==> src/rtl/muldiv_sequencer.sv <==
// muldiv_sequencer
//   Multi-cycle execute-stage unit for the MUL and REM ALU operations.
//   One operation is accepted from the ID/EX boundary and then computed one
//   bit per cycle:
//     - MUL uses shift-add and keeps the low XLEN bits of the product.
//     - REM uses restoring division on magnitudes; the sign of the result
//       follows the dividend.
//   The pipeline is stalled while the unit is working. A one-cycle result
//   pulse, carrying the destination tag, follows for EX/MEM capture.
//
// Ports
//   clk           pipeline clock
//   reset         asynchronous, active-low reset
//   start         ID/EX holds a valid instruction this cycle
//   alu_op        ALU op code; only ALU_MUL and ALU_REM are acted on
//   op_a, op_b    rs1 / rs2 values (multiplicand/dividend, multiplier/divisor)
//   rd_tag        destination register of the instruction
//   flush         synchronous abort (branch/exception squash)
//   stall         freeze IF/ID/EX pipeline registers
//   busy          FSM not in IDLE
//   result_valid  one-cycle pulse; result and result_tag are valid
//   result        MUL: low XLEN product bits; REM: signed remainder
//   result_tag    rd_tag captured at accept
//   state_dbg     current FSM state, for observation only
//
// Handshake: start is a valid-only request from ID/EX. The unit takes the
// request in the same cycle it raises stall, and stall doubles as the
// not-ready signal. The request is taken only when all of the following hold:
//   - the unit is IDLE,
//   - start is 1,
//   - alu_op is MUL or REM,
//   - flush is 0.
// Every other request is dropped silently. result_valid is a pulse with no
// back-pressure, because EX/MEM always captures it.
module muldiv_sequencer #(
  parameter int         XLEN    = 32,
  parameter int         TAG_W   = 5,
  parameter logic [4:0] ALU_MUL = 5'd10,
  parameter logic [4:0] ALU_REM = 5'd13
) (
  input  logic             clk,
  input  logic             reset,
  input  logic             start,
  input  logic [4:0]       alu_op,
  input  logic [XLEN-1:0]  op_a,
  input  logic [XLEN-1:0]  op_b,
  input  logic [TAG_W-1:0] rd_tag,
  input  logic             flush,
  output logic             stall,
  output logic             busy,
  output logic             result_valid,
  output logic [XLEN-1:0]  result,
  output logic [TAG_W-1:0] result_tag,
  output logic [1:0]       state_dbg
);

  localparam int CNT_W = $clog2(XLEN);
  localparam logic [CNT_W-1:0] CNT_LAST = CNT_W'(XLEN - 1);
  localparam logic [XLEN-1:0]  MOST_NEG = {1'b1, {(XLEN-1){1'b0}}};

  typedef enum logic [1:0] {
    IDLE    = 2'd0,
    MUL_RUN = 2'd1,
    REM_RUN = 2'd2,
    DONE    = 2'd3
  } state_t;

  state_t state_q, state_d;

  logic [CNT_W-1:0] cnt_q;
  logic [TAG_W-1:0] tag_q;
  // MUL datapath
  logic [XLEN-1:0]  acc_q, mcand_q, mplier_q;
  logic [XLEN-1:0]  acc_next;
  // REM datapath
  logic [XLEN-1:0]  rem_q, dvd_q, dvs_q;
  logic             a_neg_q;
  logic [XLEN:0]    r_shift, r_diff;
  logic [XLEN-1:0]  rem_next, rem_final;

  logic is_mul, is_rem, rem_special, accept, last_iter;

  assign is_mul    = (alu_op == ALU_MUL);
  assign is_rem    = (alu_op == ALU_REM);
  // Divide-by-zero and the signed overflow case need no iterations.
  assign rem_special = (op_b == '0) || ((op_a == MOST_NEG) && (op_b == '1));
  assign last_iter = (cnt_q == CNT_LAST);

  // ---------------- next state / outputs ----------------
  always_comb begin
    state_d = state_q;
    accept  = 1'b0;
    case (state_q)
      IDLE: begin
        if (start && (is_mul || is_rem) && !flush) begin
          accept = 1'b1;
          if (is_mul)           state_d = MUL_RUN;
          else if (rem_special) state_d = DONE;
          else                  state_d = REM_RUN;
        end
      end
      MUL_RUN, REM_RUN: begin
        if (flush)          state_d = IDLE;
        else if (last_iter) state_d = DONE;
      end
      DONE:    state_d = IDLE;
      default: state_d = IDLE;
    endcase
  end

  // stall is low in DONE so that the pipeline advances on the same edge that
  // EX/MEM captures the result.
  assign stall        = accept || (state_q == MUL_RUN) || (state_q == REM_RUN);
  assign busy         = (state_q != IDLE);
  // A flush in DONE does not cancel a pulse that is already visible.
  assign result_valid = (state_q == DONE);
  assign state_dbg    = state_q;

  // ---------------- iteration arithmetic ----------------
  always_comb begin
    acc_next = acc_q + (mplier_q[0] ? mcand_q : '0);
    // The partial remainder is always below the divisor (at most 2^(XLEN-1)),
    // so one extra bit is enough to hold the shifted value and its borrow.
    r_shift  = {rem_q, dvd_q[XLEN-1]};
    r_diff   = r_shift - {1'b0, dvs_q};
    rem_next = r_diff[XLEN] ? r_shift[XLEN-1:0] : r_diff[XLEN-1:0];
    rem_final = a_neg_q ? -rem_next : rem_next;
  end

  // ---------------- state register ----------------
  always_ff @(posedge clk or negedge reset) begin
    if (!reset) state_q <= IDLE;
    else        state_q <= state_d;
  end

  // ---------------- datapath registers ----------------
  always_ff @(posedge clk or negedge reset) begin
    if (!reset) begin
      cnt_q      <= '0;
      tag_q      <= '0;
      acc_q      <= '0;
      mcand_q    <= '0;
      mplier_q   <= '0;
      rem_q      <= '0;
      dvd_q      <= '0;
      dvs_q      <= '0;
      a_neg_q    <= 1'b0;
      result     <= '0;
      result_tag <= '0;
    end else if (accept) begin
      cnt_q    <= '0;
      tag_q    <= rd_tag;
      acc_q    <= '0;
      mcand_q  <= op_a;
      mplier_q <= op_b;
      rem_q    <= '0;
      dvd_q    <= op_a[XLEN-1] ? -op_a : op_a;
      dvs_q    <= op_b[XLEN-1] ? -op_b : op_b;
      a_neg_q  <= op_a[XLEN-1];
      // Special-case REM results are known immediately.
      if (is_rem && rem_special) begin
        result     <= (op_b == '0) ? op_a : '0;
        result_tag <= rd_tag;
      end
    end else if ((state_q == MUL_RUN || state_q == REM_RUN) && flush) begin
      // An aborted operation leaves result and result_tag untouched.
      cnt_q <= '0;
    end else if (state_q == MUL_RUN) begin
      acc_q    <= acc_next;
      mcand_q  <= mcand_q << 1;
      mplier_q <= mplier_q >> 1;
      if (last_iter) begin
        cnt_q      <= '0;
        result     <= acc_next;
        result_tag <= tag_q;
      end else begin
        cnt_q <= cnt_q + CNT_W'(1);
      end
    end else if (state_q == REM_RUN) begin
      rem_q <= rem_next;
      dvd_q <= dvd_q << 1;
      if (last_iter) begin
        cnt_q      <= '0;
        result     <= rem_final;
        result_tag <= tag_q;
      end else begin
        cnt_q <= cnt_q + CNT_W'(1);
      end
    end
  end

endmodule

==> config.mk <==
export PLATFORM = sky130hd
export DESIGN_NAME = muldiv_sequencer
export DESIGN_NICKNAME = d
export VERILOG_FILES = /design/src/rtl/muldiv_sequencer.sv
export SDC_FILE = /design/constraint.sdc
export NUM_CORES = 1
export LEC_CHECK = 0
export ABC_AREA = 1
export BUFFER_PORTS_ARGS = -buffer_cell sky130_fd_sc_hd__buf_2
export CAP_MARGIN = 20
export CORE_MARGIN = 2
export CORE_UTILIZATION = 25
export DETAILED_ROUTE_END_ITERATION = 16
export PLACE_DENSITY = 0.45
export SLEW_MARGIN = 0
export SYNTH_ARGS = -nofsm -noshare
export SYNTH_HDL_FRONTEND = slang
export SYNTH_SLANG_ARGS = --single-unit
export TNS_END_PERCENT = 1
==> constraint.sdc <==
create_clock -name clk -period 4.5 [get_ports clk]
set_input_delay 0.675 -clock clk [delete_from_list [all_inputs] [get_ports clk]]
set_output_delay 0.675 -clock clk [all_outputs]
set_load 0.02 [all_outputs]
==> results.py, run 1 <==
metrics = {
    "cts": {
        "clockBufferDepth": 3,
        "cts-root-buf": "clkbuf_16",
        "holdBufCountCts": 0,
        "clk_pin_slew_worst_paths_ns": 0.06,
        "cts_tree": "yes",
        "clock_latency_ns": 0.62,
        "cts_made_buffers": 31,
        "cts.sinks": 242,
        "post_cts_buffers": 0,
        "htreeDepth": 1,
        "cts_resized": 0,
    },
    "routing": {
        "route.met3.wl_microns": 2720,
        "wl_microns": 69600,
        "ant_nets": 0,
        "drt_iter0_markers": 1386,
        "vias": 18076,
        "wl_met2_microns": 32000,
        "wl_per_cell_microns": 18.6,
        "topRoutingLayerUsed": "met4",
        "drtPass1Iterations": 5,
        "drc": 0,
        "drt-vias-per-instance": 4.83,
        "met1Wirelength_microns": 33400,
    },
    "logic_synthesis": {
        "synthCells": 2682,
        "synth_seq_area_share_pct": 33.8,
        "netlist_area_sq_mm": 0.0179,
        "synth.most_common_cell": "nand2_1",
        "synth_top_area_share_pct": 33.8,
        "ys_seq_elements": 242,
        "synth_flop_cell": "dfrtp_1",
        "syn-num-nets": 2835,
        "synth_edf_count": 0,
        "synth.area.top_cells": "dfrtp_1 (34%), nand2_1 (16%), inv_1 (7.6%), nor2_1 (5.3%), ha_1 (5.1%)",
        "syn_avg_cell_area_sq_um": 6.69,
        "yosysTopAreaCell": "dfrtp_1",
        "synthTopCellsByCount": "nand2_1 (752), inv_1 (364), nor2_1 (251)",
        "ys_warn_count": 0,
        "yosysUniqueCellTypes": 57,
        "synthArstFlopShare_pct": 100,
    },
    "worst_setup_path": {
        "crit_required_ns": 5.05,
        "worstPathMaxFanout": 45,
        "end_kind": "register",
        "worst_ep_arrival_time_ns": 4.59,
        "criticalPathCategory": "reg -> reg",
        "crit_path_start_kind": "register",
    },
    "status": {
        "status": "completed",
    },
    "timing": {
        "rsz0062_at_grt": "false",
        "skew_ns": 0.0375,
        "finalHoldViolations": 0,
        "fmax_mhz": 247,
        "finalMaxSlewViolations": 0,
        "min_period_ns": 4.04,
        "relSlewSlack_pct": 40.8,
        "worst_pin_slew_ns": 0.885,
        "min_period_over_period_pct": 89.8,
        "setup_violations": 0,
        "tns_ns": 0,
    },
    "die": {
        "ios": 120,
        "row_count": 98,
        "die_width_microns": 272,
        "die_h_microns": 272,
        "core_sq_mm": 0.0712,
        "die_area_sq_mm": 0.0739,
        "start_util_pct": 25.2,
    },
    "power_and_ir_drop": {
        "power.leakage_nw": 10.8,
        "p_int_mw": 7.26,
        "power.switching_mw": 7.25,
        "power_density_mw_per_mm2": 696,
        "peakVddDrop_mv": 0.422,
        "p_clk_share_pct": 19.9,
        "p_sw_share_pct": 50.0,
        "power_frac_comb_pct": 56.3,
        "p_seq_share_pct": 23.8,
    },
    "finish": {
        "final_util_pct": 29.3,
        "drive_above_1_share_pct": 10.1,
        "fin_nets": 2922,
        "area_delta_synth_final_pct": 16.3,
    },
    "global_routing": {
        "track_usage_pct": 18.6,
        "grt_pass1_vias": 17830,
        "overflow": 0,
        "grt_max_degree": 93,
        "grt_pass1_wl_microns": 108000,
        "antenna_found_initial": 1,
    },
    "placed_design": {
        "finalWeightedCongestion": 0.909,
        "hpwl_microns": 53600,
        "port_buffers": 119,
    },
    "job": {
        "drv_cap": 0,
    },
    "hold_path": {
        "hp-class": "in -> async",
    },
}
-- cells in the final DEF (no fill, tap or decap), drive strengths merged, types with 41 or more instances in the layout --
cell,synthesis,routed
dfrtp,242,242
inv,366,369
buf,34,157
clkbuf,69,41
nand2,781,781
a21oi,178,178
o21ai,156,156
nor2,257,257
ha,73,73
nand3,185,185
-- final cells by class --
cell class,instances,area [sq um]
Multi-Input combinational cell,1966,10100
Clock buffer,41,863
Tap cell,950,1190
Antenna cell,1,2.50
Clock inverter,17,309
Fill cell,7937,50400
Inverter,371,1400
Sequential cell,242,6060
Timing Repair Buffer,157,978
-- metal layers --
layer  global-route usage [%]  vias up
met5                        0        -
met4                     4.58        0
met3                     1.84       68
met2                     30.8      420
met1                     26.0     8588
li1                         -     9000
-- power by group through the flow --
stage / Combinational, mW / Sequential (mW) / Clock (mW)
finish: 8.18 / 3.46 / 2.88
global route: 9.26 / 3.55 / 3.05
floorplan: 5.82 / 3.30 / 0
global placement: 8.21 / 3.49 / 0
CTS: 8.22 / 3.46 / 2.96
detailed placement: 8.18 / 3.50 / 0
-- stage by stage --
step,hold WS [ns],total power [mW],worst slack [ns],cell area (sq um),instances
floorplan,0.379,9.12,1.37,17900,2682
global placement,0.460,11.7,0.452,19700,3686
detailed placement,0.458,11.7,0.400,19700,3686
CTS,0.0985,14.6,0.393,20800,3744
global route,0.0931,15.9,0.0252,20800,3744
finish,0.0404,14.5,0.459,20900,3745
-- critical path, stage by stage (launching register included) --
cell and delay [ns]:
dfrtp_1 0.40, inv_1 0.09, ha_1 0.15, inv_1 0.07, fa_1 0.40, nand2_1 0.08, nand2_1 0.08, nand3_1 0.09
nand2_1 0.13, nand2_1 0.11, nand2_2 0.07, nand2_4 0.10, nand2_4 0.08, nand2_8 0.10, nand2_8 0.18, o21ai_2 0.31
ha_1 0.22, nand2_1 0.07, nor2_1 0.29, nand3_1 0.14, nand2_2 0.20, nand3_1 0.09, nand2_1 0.08, nand3_1 0.11
nand2_1 0.13, nand2_1 0.08, a21oi_2 0.13
-- path summary, 6_finish.rpt --
check,start,end,slack [ns],depth (start not counted)
max in group asynchronous,reset,mplier_q[2]$_DFFE_PN0P_,3.33,2
min in group clk,rd_tag[3],tag_q[3]$_DFFE_PN0P_,0.28,3
min,reset,acc_q[22]$_DFFE_PN0P_,0.04,1
max reg2reg,dvd_q[31]$_DFFE_PN0P_,result[26]$_DFFE_PN0P_,0.46,26
max,dvd_q[31]$_DFFE_PN0P_,result[26]$_DFFE_PN0P_,0.46,26
min reg2reg,tag_q[2]$_DFFE_PN0P_,tag_q[2]$_DFFE_PN0P_,0.47,2
-- cell families after synthesis --
kind of cell	count (synthesis)	share of synthesized area, %
compound gates	520	17.3
xor+xnor	33	1.61
mux	1	0.0558
fa+ha+maj	75	5.32
flops	242	33.8
buf+inv	474	10.3
simple gates	1337	31.7
-- state kept, by name, summed over array words and instances (netlist names) --
register    flops
cnt_q           5
dvs_q          32
result         32
dvd_q          32
state_dbg       2
acc_q          32
mcand_q        32
rem_q          32
tag_q           5
mplier_q       32
result_tag      5
a_neg_q         1
(Power assumes the default switching activity.)
==> inputs of run 2 (changes only) <==
--- a/config.mk
+++ b/config.mk
@@ -9,9 +9,9 @@
 export BUFFER_PORTS_ARGS = -buffer_cell sky130_fd_sc_hd__buf_2
 export CAP_MARGIN = 20
 export CORE_MARGIN = 2
-export CORE_UTILIZATION = 25
+export CORE_UTILIZATION = 35
 export DETAILED_ROUTE_END_ITERATION = 16
-export PLACE_DENSITY = 0.45
+export PLACE_DENSITY = 0.56
 export SLEW_MARGIN = 0
 export SYNTH_ARGS = -nofsm -noshare
 export SYNTH_HDL_FRONTEND = slang
==> constraint.sdc (replaced) <==
create_clock -name clk -period 4.5 [get_ports clk]
set_input_delay 0 -clock clk [delete_from_list [all_inputs] [get_ports clk]]
set_output_delay 0 -clock clk [all_outputs]
set_load 0.02 [all_outputs]
==> results.py, run 2 (synthesis gave the netlist of run 1 again) <==
metrics = {
    "status": {
        "status": "completed",
    },
    "global_routing": {
        "grt_pass1_wl_microns": 105000,
        "grt_pass1_vias": 18067,
        "grt_max_degree": 137,
        "overflow": 0,
        "track_usage_pct": 25.2,
        "antenna_found_initial": 1,
    },
    "cts": {
        "clk_pin_slew_worst_paths_ns": 0.06,
        "cts_made_buffers": 30,
        "clockBufferDepth": 3,
        "htreeDepth": 1,
        "cts-root-buf": "clkbuf_16",
        "cts.sinks": 242,
        "clock_latency_ns": 0.59,
        "cts_tree": "yes",
    },
    "hold_path": {
        "hp-class": "in -> reg",
    },
    "timing": {
        "finalHoldViolations": 0,
        "skew_ns": 0.0212,
        "tns_ns": 0,
        "finalMaxSlewViolations": 0,
        "relSlewSlack_pct": 28.2,
        "setup_violations": 0,
        "rsz0062_at_grt": "false",
        "fmax_mhz": 251,
        "worst_pin_slew_ns": 1.07,
        "min_period_ns": 3.98,
        "finalWorstSetupSlack_ns": 0.517,
        "whs_ns": 0.0434,
        "min_period_over_period_pct": 88.5,
    },
    "die": {
        "row_count": 82,
        "start_util_pct": 35.6,
        "die_area_sq_mm": 0.0531,
        "die_h_microns": 230,
        "core_sq_mm": 0.0504,
        "die_width_microns": 230,
        "ios": 120,
    },
    "routing": {
        "drtPass1Iterations": 6,
        "drc": 0,
        "ant_nets": 0,
        "drt_iter0_markers": 1541,
        "wl_per_cell_microns": 18.9,
        "wl_microns": 67400,
        "drt-vias-per-instance": 5.26,
        "vias": 18796,
    },
    "power_and_ir_drop": {
        "p_clk_share_pct": 17.7,
        "power_frac_comb_pct": 58.5,
        "power.leakage_nw": 11.2,
        "power.switching_mw": 7.34,
        "power_density_mw_per_mm2": 676,
        "p_seq_share_pct": 23.8,
        "p_int_mw": 7.14,
        "p_sw_share_pct": 50.7,
        "peakVddDrop_mv": 0.361,
    },
    "worst_setup_path": {
        "crit_path_start_kind": "register",
        "crit_required_ns": 5.01,
        "cpPeakStageDelay_ns": 0.41,
        "end_kind": "register",
        "slowest_stage": "fa_1",
        "criticalPathCategory": "reg -> reg",
        "worstPathMaxFanout": 45,
        "worst_ep_arrival_time_ns": 4.49,
        "crit_top_cell": "nand2_1",
    },
    "finish": {
        "area_delta_synth_final_pct": 19.5,
        "drive_above_1_share_pct": 9.55,
        "final_util_pct": 42.5,
        "fin_nets": 3031,
        "layout_commonest_cell": "nand2_1",
        "final_cell_mix": "nand2_1 (752), inv_1 (364), nor2_1 (249)",
        "fill_cells": 5243,
        "fin_area_sq_mm": 0.0214,
    },
    "job": {
        "drv_cap": 0,
    },
    "placed_design": {
        "finalWeightedCongestion": 0.907,
        "hpwl_microns": 50300,
        "dp_slack_ns": 0.465,
        "place_area_sq_mm": 0.0192,
        "port_buffers": 119,
    },
}
-- run 2: cell types whose count changed in the layout (fill, tap and decap cells not counted) --
cell           previous run  this run
inv_16                    1         0
buf_12                    7         3
clkinv_2                  5         6
buf_4                    31        34
bufinv_16                 8         3
clkinv_1                  3         4
clkbuf_8                  5         7
clkinv_4                  1         2
clkbuf_1                  5         3
dlygate4sd3_1             0       111
inv_2                     3         2
-- run 2: what timing repair did --
| item | 4_1_cts | 5_1_grt |
|---|---|---|
| gates resized for setup | 0 | 1 |
| endpoints found under the hold margin | 389 | 0 |
| endpoints found under the setup margin | 0 | 6 |
| setup buffers | 0 | 0 |
| hold buffers | 112 | 0 |
-- run 2: worst paths after layout --
kind,cells after the start,endpoint,slack [ns],start
worst max-delay path,26,result[18]$_DFFE_PN0P_,0.52,dvd_q[31]$_DFFE_PN0P_
worst min-delay path,4,dvd_q[26]$_DFFE_PN0P_,0.04,op_a[31]
worst max register to register,26,result[18]$_DFFE_PN0P_,0.52,dvd_q[31]$_DFFE_PN0P_
worst min register to register,2,tag_q[3]$_DFFE_PN0P_,0.47,tag_q[3]$_DFFE_PN0P_
max in group asynchronous,4,dvd_q[25]$_DFFE_PN0P_,3.12,reset
min in group asynchronous,4,mplier_q[20]$_DFFE_PN0P_,0.52,reset
-- run 2: stage by stage --
| step | std cells | power, mW |
|---|---|---|
| after floorplan | 2682 | 9.12 |
| after global placement | 3406 | 11.6 |
| after detailed placement | 3406 | 11.7 |
| after CTS | 3572 | 14.5 |
| after global routing | 3572 | 15.7 |
| final | 3573 | 14.5 |
-- run 2: worst max-delay path: cells and delay by family, from the launching register on --
kind | cells | cell delay, ns
and+or+nand+nor | 19 | 2.20
adders and majority gates | 3 | 0.76
buffers and inverters | 2 | 0.15
AOI/OAI and AO/OA | 2 | 0.43
DFF | 1 | 0.39
-- run 2: power by group through the flow --
stage / clock network, mW / registers, mW / logic (mW)
floorplan: 0 / 3.30 / 5.82
global placement: 0 / 3.45 / 8.15
detailed placement: 0 / 3.47 / 8.21
CTS: 2.62 / 3.44 / 8.41
global route: 2.71 / 3.53 / 9.50
finish: 2.57 / 3.44 / 8.47
-- run 2: routing by layer --
metal  track usage [%]  share of wire (%)  up-vias
met5                 0                  0        -
met4              7.92                3.1        0
met3              3.69                6.1      104
met2              39.4                 44      561
met1              36.0                 47     8906
li1                  -                  -     9225
-- run 2: area by class of cell --
type | instances | area [sq um] | share of cell area (%)
Inverter | 371 | 1400 | 6.52
Sequential cell | 242 | 6060 | 28.3
Timing Repair Buffer | 267 | 2030 | 9.49
Multi-Input combinational cell | 1966 | 10100 | 46.9
Clock inverter | 13 | 153 | 0.713
Antenna cell | 1 | 2.50 | 0.0117
Clock buffer | 41 | 883 | 4.12
Tap cell | 672 | 841 | 3.93
